===== config.mk =====
export PLATFORM = sky130hd
export DESIGN_NAME = engine_reg_bus_arbiter_flat
export DESIGN_NICKNAME = d
export VERILOG_FILES = /design/src/rtl/engine_reg_bus_arbiter_pkg.sv /design/src/rtl/engine_reg_bus_arbiter_if.sv /design/src/rtl/engine_rr_picker.sv /design/src/rtl/engine_reg_bus_arbiter.sv /design/src/flat_wrapper.sv
export SDC_FILE = /design/constraint.sdc
export NUM_CORES = 1
export LEC_CHECK = 0
export ABC_AREA = 1
export BUFFER_PORTS_ARGS = -buffer_cell sky130_fd_sc_hd__buf_2
export CORE_AREA = 2 2 150 152
export CTS_CLUSTER_DIAMETER = 40
export CTS_CLUSTER_SIZE = 14
export DETAILED_ROUTE_END_ITERATION = 10
export DIE_AREA = 0 0 152 154
export PLACE_DENSITY = 0.62
export SLEW_MARGIN = 40
export SYNTH_ARGS = -nofsm -noshare
export SYNTH_HDL_FRONTEND = slang
export SYNTH_SLANG_ARGS = --single-unit

===== constraint.sdc =====
create_clock -name clock -period 6.1 [get_ports clock]
set_input_delay 0.915 -clock clock [delete_from_list [all_inputs] [get_ports clock]]
set_output_delay 0.915 -clock clock [all_outputs]
set_load 0.02 [all_outputs]

===== src/rtl/engine_reg_bus_arbiter_pkg.sv =====
// engine_reg_bus_pkg: shared state encoding and default widths for the register-bus arbiter
package engine_reg_bus_pkg;
  typedef enum logic [1:0] {
    IDLE   = 2'd0,
    ACCESS = 2'd1,
    RESP   = 2'd2
  } state_t;
  localparam int ADDR_WIDTH  = 33;
  localparam int WDATA_WIDTH = 33;
  localparam int RDATA_WIDTH = 21;
  localparam int MAX_MASTERS = 8;
endpackage


===== src/rtl/engine_reg_bus_arbiter_if.sv =====
// engine_reg_bus_arbiter_if: requester and register-block signals of the shared register bus
interface engine_reg_bus_arbiter_if #(
  parameter int NUM_MASTERS = 4,
  parameter int ADDR_WIDTH  = engine_reg_bus_pkg::ADDR_WIDTH,
  parameter int WDATA_WIDTH = engine_reg_bus_pkg::WDATA_WIDTH,
  parameter int RDATA_WIDTH = engine_reg_bus_pkg::RDATA_WIDTH
);
  logic [NUM_MASTERS-1:0]             m_req;
  logic [NUM_MASTERS-1:0]             m_write;
  logic [NUM_MASTERS*ADDR_WIDTH-1:0]  m_addr;
  logic [NUM_MASTERS*WDATA_WIDTH-1:0] m_wdata;
  logic [NUM_MASTERS-1:0]             m_ack;
  logic [RDATA_WIDTH-1:0]             m_rdata;
  logic [ADDR_WIDTH-1:0]              address;
  logic                               write_enable;
  logic [WDATA_WIDTH-1:0]             write_data;
  logic                               read_enable;
  logic [RDATA_WIDTH-1:0]             read_data;
  logic                               busy;
  // arbiter side
  modport slave (
    input  m_req, m_write, m_addr, m_wdata, read_data,
    output m_ack, m_rdata, address, write_enable, write_data, read_enable, busy
  );
  // requesters plus register block side
  modport master (
    output m_req, m_write, m_addr, m_wdata, read_data,
    input  m_ack, m_rdata, address, write_enable, write_data, read_enable, busy
  );
endinterface


===== src/rtl/engine_rr_picker.sv =====
// engine_rr_picker: combinational round-robin pick, searching from ptr+1 with wraparound
module engine_rr_picker #(
  parameter int N  = 4,
  parameter int IW = $clog2(N)
) (
  input  logic [N-1:0]  req,
  input  logic [IW-1:0] ptr,
  output logic [N-1:0]  grant,
  output logic [IW-1:0] idx,
  output logic          any_req
);
  // scan farthest offset first so the nearest requester after ptr overwrites and wins
  always_comb begin
    grant = '0;
    idx   = '0;
    for (int k = N; k >= 1; k--)
      if (req[(int'(ptr) + k) % N]) begin
        grant = '0;
        grant[(int'(ptr) + k) % N] = 1'b1;
        idx = IW'((int'(ptr) + k) % N);
      end
  end
  assign any_req = |req;
endmodule


===== src/rtl/engine_reg_bus_arbiter.sv =====
// engine_reg_bus_arbiter: round-robin sharing of the register-block access bus between masters
module engine_reg_bus_arbiter #(
  parameter int NUM_MASTERS = 4,
  parameter int ADDR_WIDTH  = engine_reg_bus_pkg::ADDR_WIDTH,
  parameter int WDATA_WIDTH = engine_reg_bus_pkg::WDATA_WIDTH,
  parameter int RDATA_WIDTH = engine_reg_bus_pkg::RDATA_WIDTH
) (
  input logic                      clock,
  input logic                      reset,
  engine_reg_bus_arbiter_if.slave  bus
);
  import engine_reg_bus_pkg::*;
  localparam int IW = $clog2(NUM_MASTERS);
  state_t                 state;
  state_t                 state_nxt;
  logic [IW-1:0]          ptr;
  logic [NUM_MASTERS-1:0] gnt_q;
  logic                   wr_q;
  logic [NUM_MASTERS-1:0] pick_grant;
  logic [IW-1:0]          pick_idx;
  logic                   any_req;
  logic                   take;
  engine_rr_picker #(.N(NUM_MASTERS), .IW(IW)) u_picker (
    .req     (bus.m_req),
    .ptr     (ptr),
    .grant   (pick_grant),
    .idx     (pick_idx),
    .any_req (any_req)
  );
  assign take = (state == IDLE) && any_req;
  // state register
  always_ff @(posedge clock)
    state <= !reset ? IDLE : state_nxt;
  // next state and strobes; requests are only looked at in IDLE
  always_comb begin
    state_nxt        = (state == IDLE) ? (any_req ? ACCESS : IDLE) : (state == ACCESS) ? RESP : IDLE;
    bus.write_enable = (state == ACCESS) && wr_q;
    bus.read_enable  = (state == ACCESS) && !wr_q;
    bus.m_ack        = (state == RESP) ? gnt_q : '0;
    bus.busy         = state != IDLE;
  end
  // latch the winner's transaction on grant and the read data at the end of ACCESS
  always_ff @(posedge clock) begin
    if (!reset) begin
      ptr            <= IW'(NUM_MASTERS - 1);
      gnt_q          <= '0;
      wr_q           <= 1'b0;
      bus.address    <= '0;
      bus.write_data <= '0;
      bus.m_rdata    <= '0;
    end else begin
      if (take) begin
        ptr            <= pick_idx;
        gnt_q          <= pick_grant;
        wr_q           <= bus.m_write[pick_idx];
        bus.address    <= bus.m_addr[pick_idx*ADDR_WIDTH +: ADDR_WIDTH];
        bus.write_data <= bus.m_wdata[pick_idx*WDATA_WIDTH +: WDATA_WIDTH];
      end
      if (state == ACCESS && !wr_q)
        bus.m_rdata <= bus.read_data;
    end
  end
endmodule


===== src/flat_wrapper.sv =====
// flat-port wrapper written by rule: the top's interface ports become plain ports
module engine_reg_bus_arbiter_flat import engine_reg_bus_pkg::*;
#(
  parameter int NUM_MASTERS = 4,
  parameter int ADDR_WIDTH  = engine_reg_bus_pkg::ADDR_WIDTH,
  parameter int WDATA_WIDTH = engine_reg_bus_pkg::WDATA_WIDTH,
  parameter int RDATA_WIDTH = engine_reg_bus_pkg::RDATA_WIDTH
)
  (clock, reset, bus_m_req, bus_m_write, bus_m_addr, bus_m_wdata, bus_read_data, bus_m_ack, bus_m_rdata, bus_address, bus_write_enable, bus_write_data, bus_read_enable, bus_busy);
  engine_reg_bus_arbiter_if #(.NUM_MASTERS(NUM_MASTERS), .ADDR_WIDTH(ADDR_WIDTH), .WDATA_WIDTH(WDATA_WIDTH), .RDATA_WIDTH(RDATA_WIDTH)) bus_i ();
  input logic clock;
  input logic reset;
  input wire logic [$bits(bus_i.m_req)-1:0] bus_m_req;
  input wire logic [$bits(bus_i.m_write)-1:0] bus_m_write;
  input wire logic [$bits(bus_i.m_addr)-1:0] bus_m_addr;
  input wire logic [$bits(bus_i.m_wdata)-1:0] bus_m_wdata;
  input wire logic [$bits(bus_i.read_data)-1:0] bus_read_data;
  output wire logic [$bits(bus_i.m_ack)-1:0] bus_m_ack;
  output wire logic [$bits(bus_i.m_rdata)-1:0] bus_m_rdata;
  output wire logic [$bits(bus_i.address)-1:0] bus_address;
  output wire logic [$bits(bus_i.write_enable)-1:0] bus_write_enable;
  output wire logic [$bits(bus_i.write_data)-1:0] bus_write_data;
  output wire logic [$bits(bus_i.read_enable)-1:0] bus_read_enable;
  output wire logic [$bits(bus_i.busy)-1:0] bus_busy;
  assign bus_i.m_req = bus_m_req;
  assign bus_i.m_write = bus_m_write;
  assign bus_i.m_addr = bus_m_addr;
  assign bus_i.m_wdata = bus_m_wdata;
  assign bus_i.read_data = bus_read_data;
  assign bus_m_ack = bus_i.m_ack;
  assign bus_m_rdata = bus_i.m_rdata;
  assign bus_address = bus_i.address;
  assign bus_write_enable = bus_i.write_enable;
  assign bus_write_data = bus_i.write_data;
  assign bus_read_enable = bus_i.read_enable;
  assign bus_busy = bus_i.busy;
  engine_reg_bus_arbiter #(.NUM_MASTERS(NUM_MASTERS), .ADDR_WIDTH(ADDR_WIDTH), .WDATA_WIDTH(WDATA_WIDTH), .RDATA_WIDTH(RDATA_WIDTH)) u_core (.clock(clock), .reset(reset), .bus(bus_i));
endmodule

* Word level (Yosys, flattened, before mapping)
Index checks and enable logic that the tools add are counted.
W data, S select, Z words.
** Storage, ports and cells
- Bits in registers :: 96
- Output and inout port bits :: 94
- Logic and storage cells :: 78
** Cells by class
- Add/subtract/negate cells :: 4
- Multipliers :: 1
- $lt $le $gt $ge :: 9
- Equal/unequal tests :: 2
- Shifts and indexed selects :: 2
- Multiplexer cells :: 34
- Bitwise operators :: 4
- Reductions and logical operators :: 15
** Operators with widths (count)
- $shiftx A132 B9 Y33 :: 2
- $mux W4 :: 5
- $lt A3 B4 Y1 const B :: 4
- $mux W1 :: 14
- $ge A3 B1 Y1 const B :: 4
- $mux W2 :: 6
- $bmux W1 S2 :: 5
- $demux W1 S2 :: 4
- $mul A2 B6 Y8 const B :: 1
- $reduce_or A2 Y1 :: 4
- $logic_and A1 B1 Y1 :: 7
- $add A2 B1 Y2 const B :: 2
- $add A2 B2 Y2 const B :: 2
- $and A1 B1 Y1 const A :: 4
- $reduce_or A4 Y1 :: 1
- $lt A2 B3 Y1 const B :: 1
- $eq A2 B1 Y1 const B :: 1
- $eq A2 B2 Y1 const B :: 1
- $logic_not A2 Y1 :: 1
- $reduce_bool A2 Y1 :: 1
- $logic_not A1 Y1 :: 1

* Logic depth before layout (Yosys ltp)
- Depth after elaboration :: 12
- Mapped depth :: 17

* By module
A second synthesis with hierarchy kept.
** Unflattened totals
- Cells, all modules :: 1216
- Area, all modules :: 6687.7 um^2
** Modules (own cells, without submodules)
- engine_reg_bus_arbiter :: instances 1, cells each 1129, area an instance 6244.7 um^2, sequential area each 1921.8 um^2
- engine_rr_picker :: instances 1, cells each 87, area an instance 442.9 um^2, sequential area each 0.0 um^2

* Worst setup path before layout
OpenSTA, ideal clock, no wires.
- Path kind :: input-to-reg
- Start point :: input port bus_m_req[1]
- End point :: register u_core.bus.address[13]
- Setup time :: 0.119 ns
- Arrival time :: 2.226 ns
- Required time :: 5.981 ns
- Slack :: 3.755 ns
- Stages on the path :: 14
- Path buffers :: 3
- Path through :: inv_1 > nand2_1 > nand3_1 > nand2_1 > inv_2 > buf_2 > nand2_1 > nand2_2 > nand2_4 > buf_8 > buf_4 > nand2_1 > nor3b_1 > nor2_1
** On the way
- Longest elaborated chain between the ends :: 9
- Elaborated cells on any way between the ends :: 20
- Classes of those cells :: 1 x mul; 1 x shift; 16 x mux; 2 x reduce/logical
** Ends and longest elaborated chain
- from (decl) :: line flat_wrapper.sv:13 : input wire logic [$bits(bus_i.m_req)-1:0] bus_m_req;
- $bmux W1 S2 :: line engine_rr_picker.sv:17 : if (req[(int'(ptr) + k) % N]) begin
- $mux W1 (implied by the code) (2 in a row) :: line engine_rr_picker.sv:17
- $mux W2 (4 in a row) :: line engine_rr_picker.sv:17
- $mul A2 B6 Y8 :: line engine_reg_bus_arbiter.sv:56 : bus.address <= bus.m_addr[pick_idx*ADDR_WIDTH +: ADDR_WIDTH];
- $shiftx A132 B9 Y33 :: line engine_reg_bus_arbiter.sv:56
- to (signal assigned) :: line engine_reg_bus_arbiter.sv:56
- to (decl) :: line engine_reg_bus_arbiter_if.sv:23 : output m_ack, m_rdata, address, write_enable, write_data, read_enable, busy
Parallel ways exist; a longest one is shown, timed or not. The select of a mux whose other input is x is not followed.
A chain may end at the register's enable or synchronous reset.

* Worst setup path after layout
- Start point :: register u_core.ptr[0]
- End point :: register u_core.bus.address[8]
** On the way
- Longest elaborated chain between the ends :: 10
- Elaborated cells on any way between the ends :: 22
- Classes of those cells :: 4 x add/sub; 1 x mul; 1 x shift; 16 x mux
** Ends and longest elaborated chain
- from (decl) :: line engine_reg_bus_arbiter.sv:16 : logic [IW-1:0] ptr;
- from (signal assigned) :: line engine_reg_bus_arbiter.sv:45 : ptr <= IW'(NUM_MASTERS - 1);
- from (signal assigned) :: line engine_reg_bus_arbiter.sv:53 : ptr <= pick_idx;
- $add A2 B1 Y2 :: line engine_rr_picker.sv:17, engine_rr_picker.sv:20
- $bmux W1 S2 :: line engine_rr_picker.sv:17
- $mux W1 (implied by the code) (2 in a row) :: line engine_rr_picker.sv:17
- $mux W2 (3 in a row) :: line engine_rr_picker.sv:17
- $mux W2 * :: line engine_rr_picker.sv:17
- $mul A2 B6 Y8 * :: line engine_reg_bus_arbiter.sv:56
- $shiftx A132 B9 Y33 * :: line engine_reg_bus_arbiter.sv:56
Every way passes the cells marked *; elsewhere a longest branch is shown, timed or not. The select of a mux whose other input is x is not followed.

==> run_results.csv <==
group,metric,value,unit
yosys,ys_types,25,
placed_design,hpwl,18300,um
clock_tree,cts_tree,"built",
route,route.antenna.remaining_nets,0,
power,power.share.switching,53.8,%
power,p_seq_share,21.5,%
sta,clock-skew-final,0.00890,ns
route,avgViaCountPerCell,4.57,
sta,slew_headroom,50.5,%
yosys,post_synth_main_area_contributors,"dfxtp_1 28%, nand2_1 14%, nor2_1 14%, nand3_1 14%, inv_1 11%",
critical_path,critPathKind,"reg -> reg",
clock_tree,cts.sink_count,96,
critical_path,r2r.worst_path.cells,16,
yosys,postSynthRegisterBits,96,
sta,finalHoldViolations,0,
sta,timing.final.setup_violations,0,
placed_design,gpl.final_weighted_congestion,0.906,
global_routing,grt_antenna_before_repair,1,
power,power.ir.vdd_worst,0.431,mV
clock_tree,htree_num_levels,3,
floorplanning,num_io_pins,389,
yosys,synth_compound_area_share,3.45,%
power,p_per_area,503,nW/um^2
global_routing,first_pass_grt_wire_length,39100,um
sta,fin_crit_sh,55.5,%
clock_tree,cts.repair.resized,0,
critical_path,critical_path.endpoint_type,"register",
global_routing,overflow,0,
finish,area_used_by_multi_input_combinational_logic,3740,um^2
clock_tree,clkSlewWorstSetupHoldPaths,0.09,ns
yosys,netlist.area_leader.share,28.4,%
floorplanning,num_rows,54,
route,firstDrtPassIters,5,
floorplanning,die_area,23400,um^2
route,routedWlPerCell,13.7,um
yosys,synth_edf_count,0,
clock_tree,clk_root_buffer_cell,"clkbuf_16",
hold_path,min_path_type,"reg -> reg",
critical_path,critPathMaxFanout,71,
clock_tree,clockBufferDepth,2,
yosys,synth_top_family_by_area,"simple AND/OR/NAND/NOR gates",
power,p_int,2.12,mW
sta,min_period,3.39,ns
yosys,yosys_warnings,0,
yosys,synthAdderAreaFrac,1.48,%
status,outcome,"finished, final reports clean",
sta,slew_violations,0,
critical_path,reg2reg_from,"u_core.ptr[0]",
sta,worst_pin_slew,0.742,ns
global_routing,grt_start_max_net_pins,97,
placed_design,place.port_buffers,388,
global_routing,peak_usage_layer_in_the_global_routing_report,"met2",
power,total_leakage_power,5.45,nW
route,dr_total_vias,8265,
yosys,post_synth_instance_area,6770,um^2
hold_path,terminating_pin_of_the_worst_hold_path,"u_core.state[1]",
yosys,proportion_of_synthesized_chip_area_in_sequential_cells,28.4,%
finish,drive_above_1_share,28.2,%
critical_path,ff2ff_setup_slack,2.71,ns
global_routing,gr-usage-met1,24.3,%
finish,filler_cell_count,2407,
clock_tree,hold_buffers,0,
global_routing,vias_in_the_first_global_route,7774,
yosys,synth.avg_cell_area,5.72,um^2
yosys,ys.flop_type,"dfxtp_1",
critical_path,worst_reg2reg_path_endpoint,"u_core.bus.address[8]",
yosys,yosys.area.top_type,"dfxtp_1",
flow_run,maxCapViolations,0,
route,drt_iter0_markers,468,
placed_design,detailed_place.area,8800,um^2
critical_path,arrival,3.68,ns
clock_tree,cts_setup_buffers,0,
route,drt_drc_violations_left,0,
finish,ff_latch_area,1920,um^2
finish,final_nets,1824,
power,power_switching,2.47,mW
global_routing,grt_use_met3,4.79,%
hold_path,hold_path.startpoint,"u_core.state[0]",
yosys,synth_simple_gate_area_share,50.1,%
finish,postLayoutCellArea,9110,um^2
sta,fmax,295,MHz
route,postRouteWirelength,24700,um
finish,area_growth_syn_to_layout,34.6,%
yosys,synth_mux_area_share,0,%
yosys,post_synth_inst_count,1184,
floorplanning,core,21700,um^2
power,comb_power_share,65.5,%
yosys,share_of_synthesized_flip_flops_with_an_asynchronous_set_or_reset,0,%
yosys,share_of_the_synthesized_netlist_area_taken_by_xor_and_xnor_gates,0,%
hold_path,timing.hold.worst_path_depth,2,
sta,grt_setup_unrepaired,"no",
power,power.clock.fraction,13.0,%
critical_path,timing.critical_path.from_type,"register",
floorplanning,chipWidth,152,um
global_routing,groute.layer.met2.usage,35.2,%
floorplanning,die_h,154,um
clock_tree,cts_made_buffers,9,
critical_path,cp.required,6.39,ns
global_routing,grt_usage,20.2,%
floorplanning,start_util,31.2,%
clock_tree,insertion_delay,0.36,ns
sta,setup_tns,0,ns
yosys,synth_fp_nets,1487,
[cells in the final DEF, fill, tap and decap left out, types with 3 or more instances in the layout]
cell type,Yosys,layout
o221ai_1,4,4
nand2_1,258,258
inv_1,191,191
nand3b_1,35,35
nor3b_1,32,32
nand2_2,5,4
inv_8,0,3
a21oi_1,10,10
dfxtp_1,96,96
buf_4,7,8
nand3_1,185,185
clkbuf_16,0,9
inv_2,5,5
nor2_1,249,247
ha_1,8,8
o21ai_0,27,27
buf_2,13,388
[registers in the layout, indices dropped and copies added (netlist names)]
name                   cells
u_core.state               2
u_core.bus.m_rdata        21
u_core.wr_q                1
u_core.gnt_q               4
u_core.ptr                 2
u_core.bus.address        33
u_core.bus.write_data     33
[worst max path at each step]
stage / startpoint / end / slack [ns] / cells after the start
floorplan: bus_m_req[1] / u_core.bus.address[13] / 3.76 / 14
global placement: bus_m_req[3] / u_core.bus.write_data[9] / 2.59 / 17
detailed placement: bus_m_req[0] / u_core.bus.address[8] / 2.70 / 15
CTS: u_core.ptr[0] / u_core.bus.address[8] / 2.69 / 16
global route: u_core.ptr[0] / u_core.bus.write_data[7] / 2.36 / 16
finish: u_core.ptr[0] / u_core.bus.address[8] / 2.71 / 16
[synth_stat cells, drive strengths merged (4+ instances only)]
master  instances
nand3         186
nor3b          32
buf            42
a21oi          10
nand3b         35
dfxtp          96
o221ai          4
clkbuf         31
ha              8
inv           196
nand2         264
nor2          249
o21ai          27
[worst max-delay path, stage by stage (launching register included)]
cell     delay, ns
dfxtp_1       0.56
inv_2         0.18
ha_1          0.36
inv_1         0.11
nand3_1       0.13
nand2_2       0.15
inv_1         0.07
nand2_1       0.05
nand2_1       0.06
nand2_2       0.05
buf_4         0.54
nand2_4       0.10
inv_2         0.48
nand2_1       0.15
nand3_1       0.12
nand2_1       0.05
nor2_1        0.10
[power groups by stage]
stage               Sequential, mW  Combinational [mW]  Clock (mW)
global route                  1.02                3.37       0.642
detailed placement           0.998                3.02           0
floorplan                     1.25                2.06           0
CTS                          0.988                3.03       0.617
global placement             0.996                3.00           0
finish                       0.987                3.00       0.595
[kinds of logic (layout without fill, tap and decap cells)]
kind of cell,Yosys count,after routing
AOI/OAI and AO/OA,43,43
and+or+nand+nor,767,767
adders and majority gates,8,8
other,0,1
buffers and inverters,270,612
DFF,96,96
[layout make-up]
type | instances | share of cell area [%]
multi-input cells | 818 | 41.1
repair buffers | 399 | 22.5
clock buffers | 9 | 2.47
well taps | 280 | 3.84
flip-flops and latches | 96 | 21.1
inverters | 197 | 8.11
clock inverters | 7 | 0.920
diodes | 1 | 0.0275
[layer usage]
metal | share of wire, % | vias to the layer above | routed length (um)
li1 | - | 4286 | -
met3 | 6.2 | 39 | 1530
met2 | 49 | 276 | 12100
met5 | 0 | - | 0
met4 | 2.6 | 0 | 652
met1 | 42 | 3664 | 10400
[metrics by stage]
stage          total power, mW  cells  hold WS (ns)  utilization, %  setup slack (ns)
2_1_floorplan             3.32   1184         0.461               -              3.76
4_1_cts                   4.64   1806         0.508            42.0              2.69
3_5_place_dp              4.02   1790         0.495            40.6              2.70
3_3_place_gp              3.99   1789         0.487            40.5              2.59
5_1_grt                   5.03   1807         0.532            42.0              2.36
6_report                  4.59   1807         0.510            42.0              2.71
No activity file was read; power rests on OpenSTA's default activity.
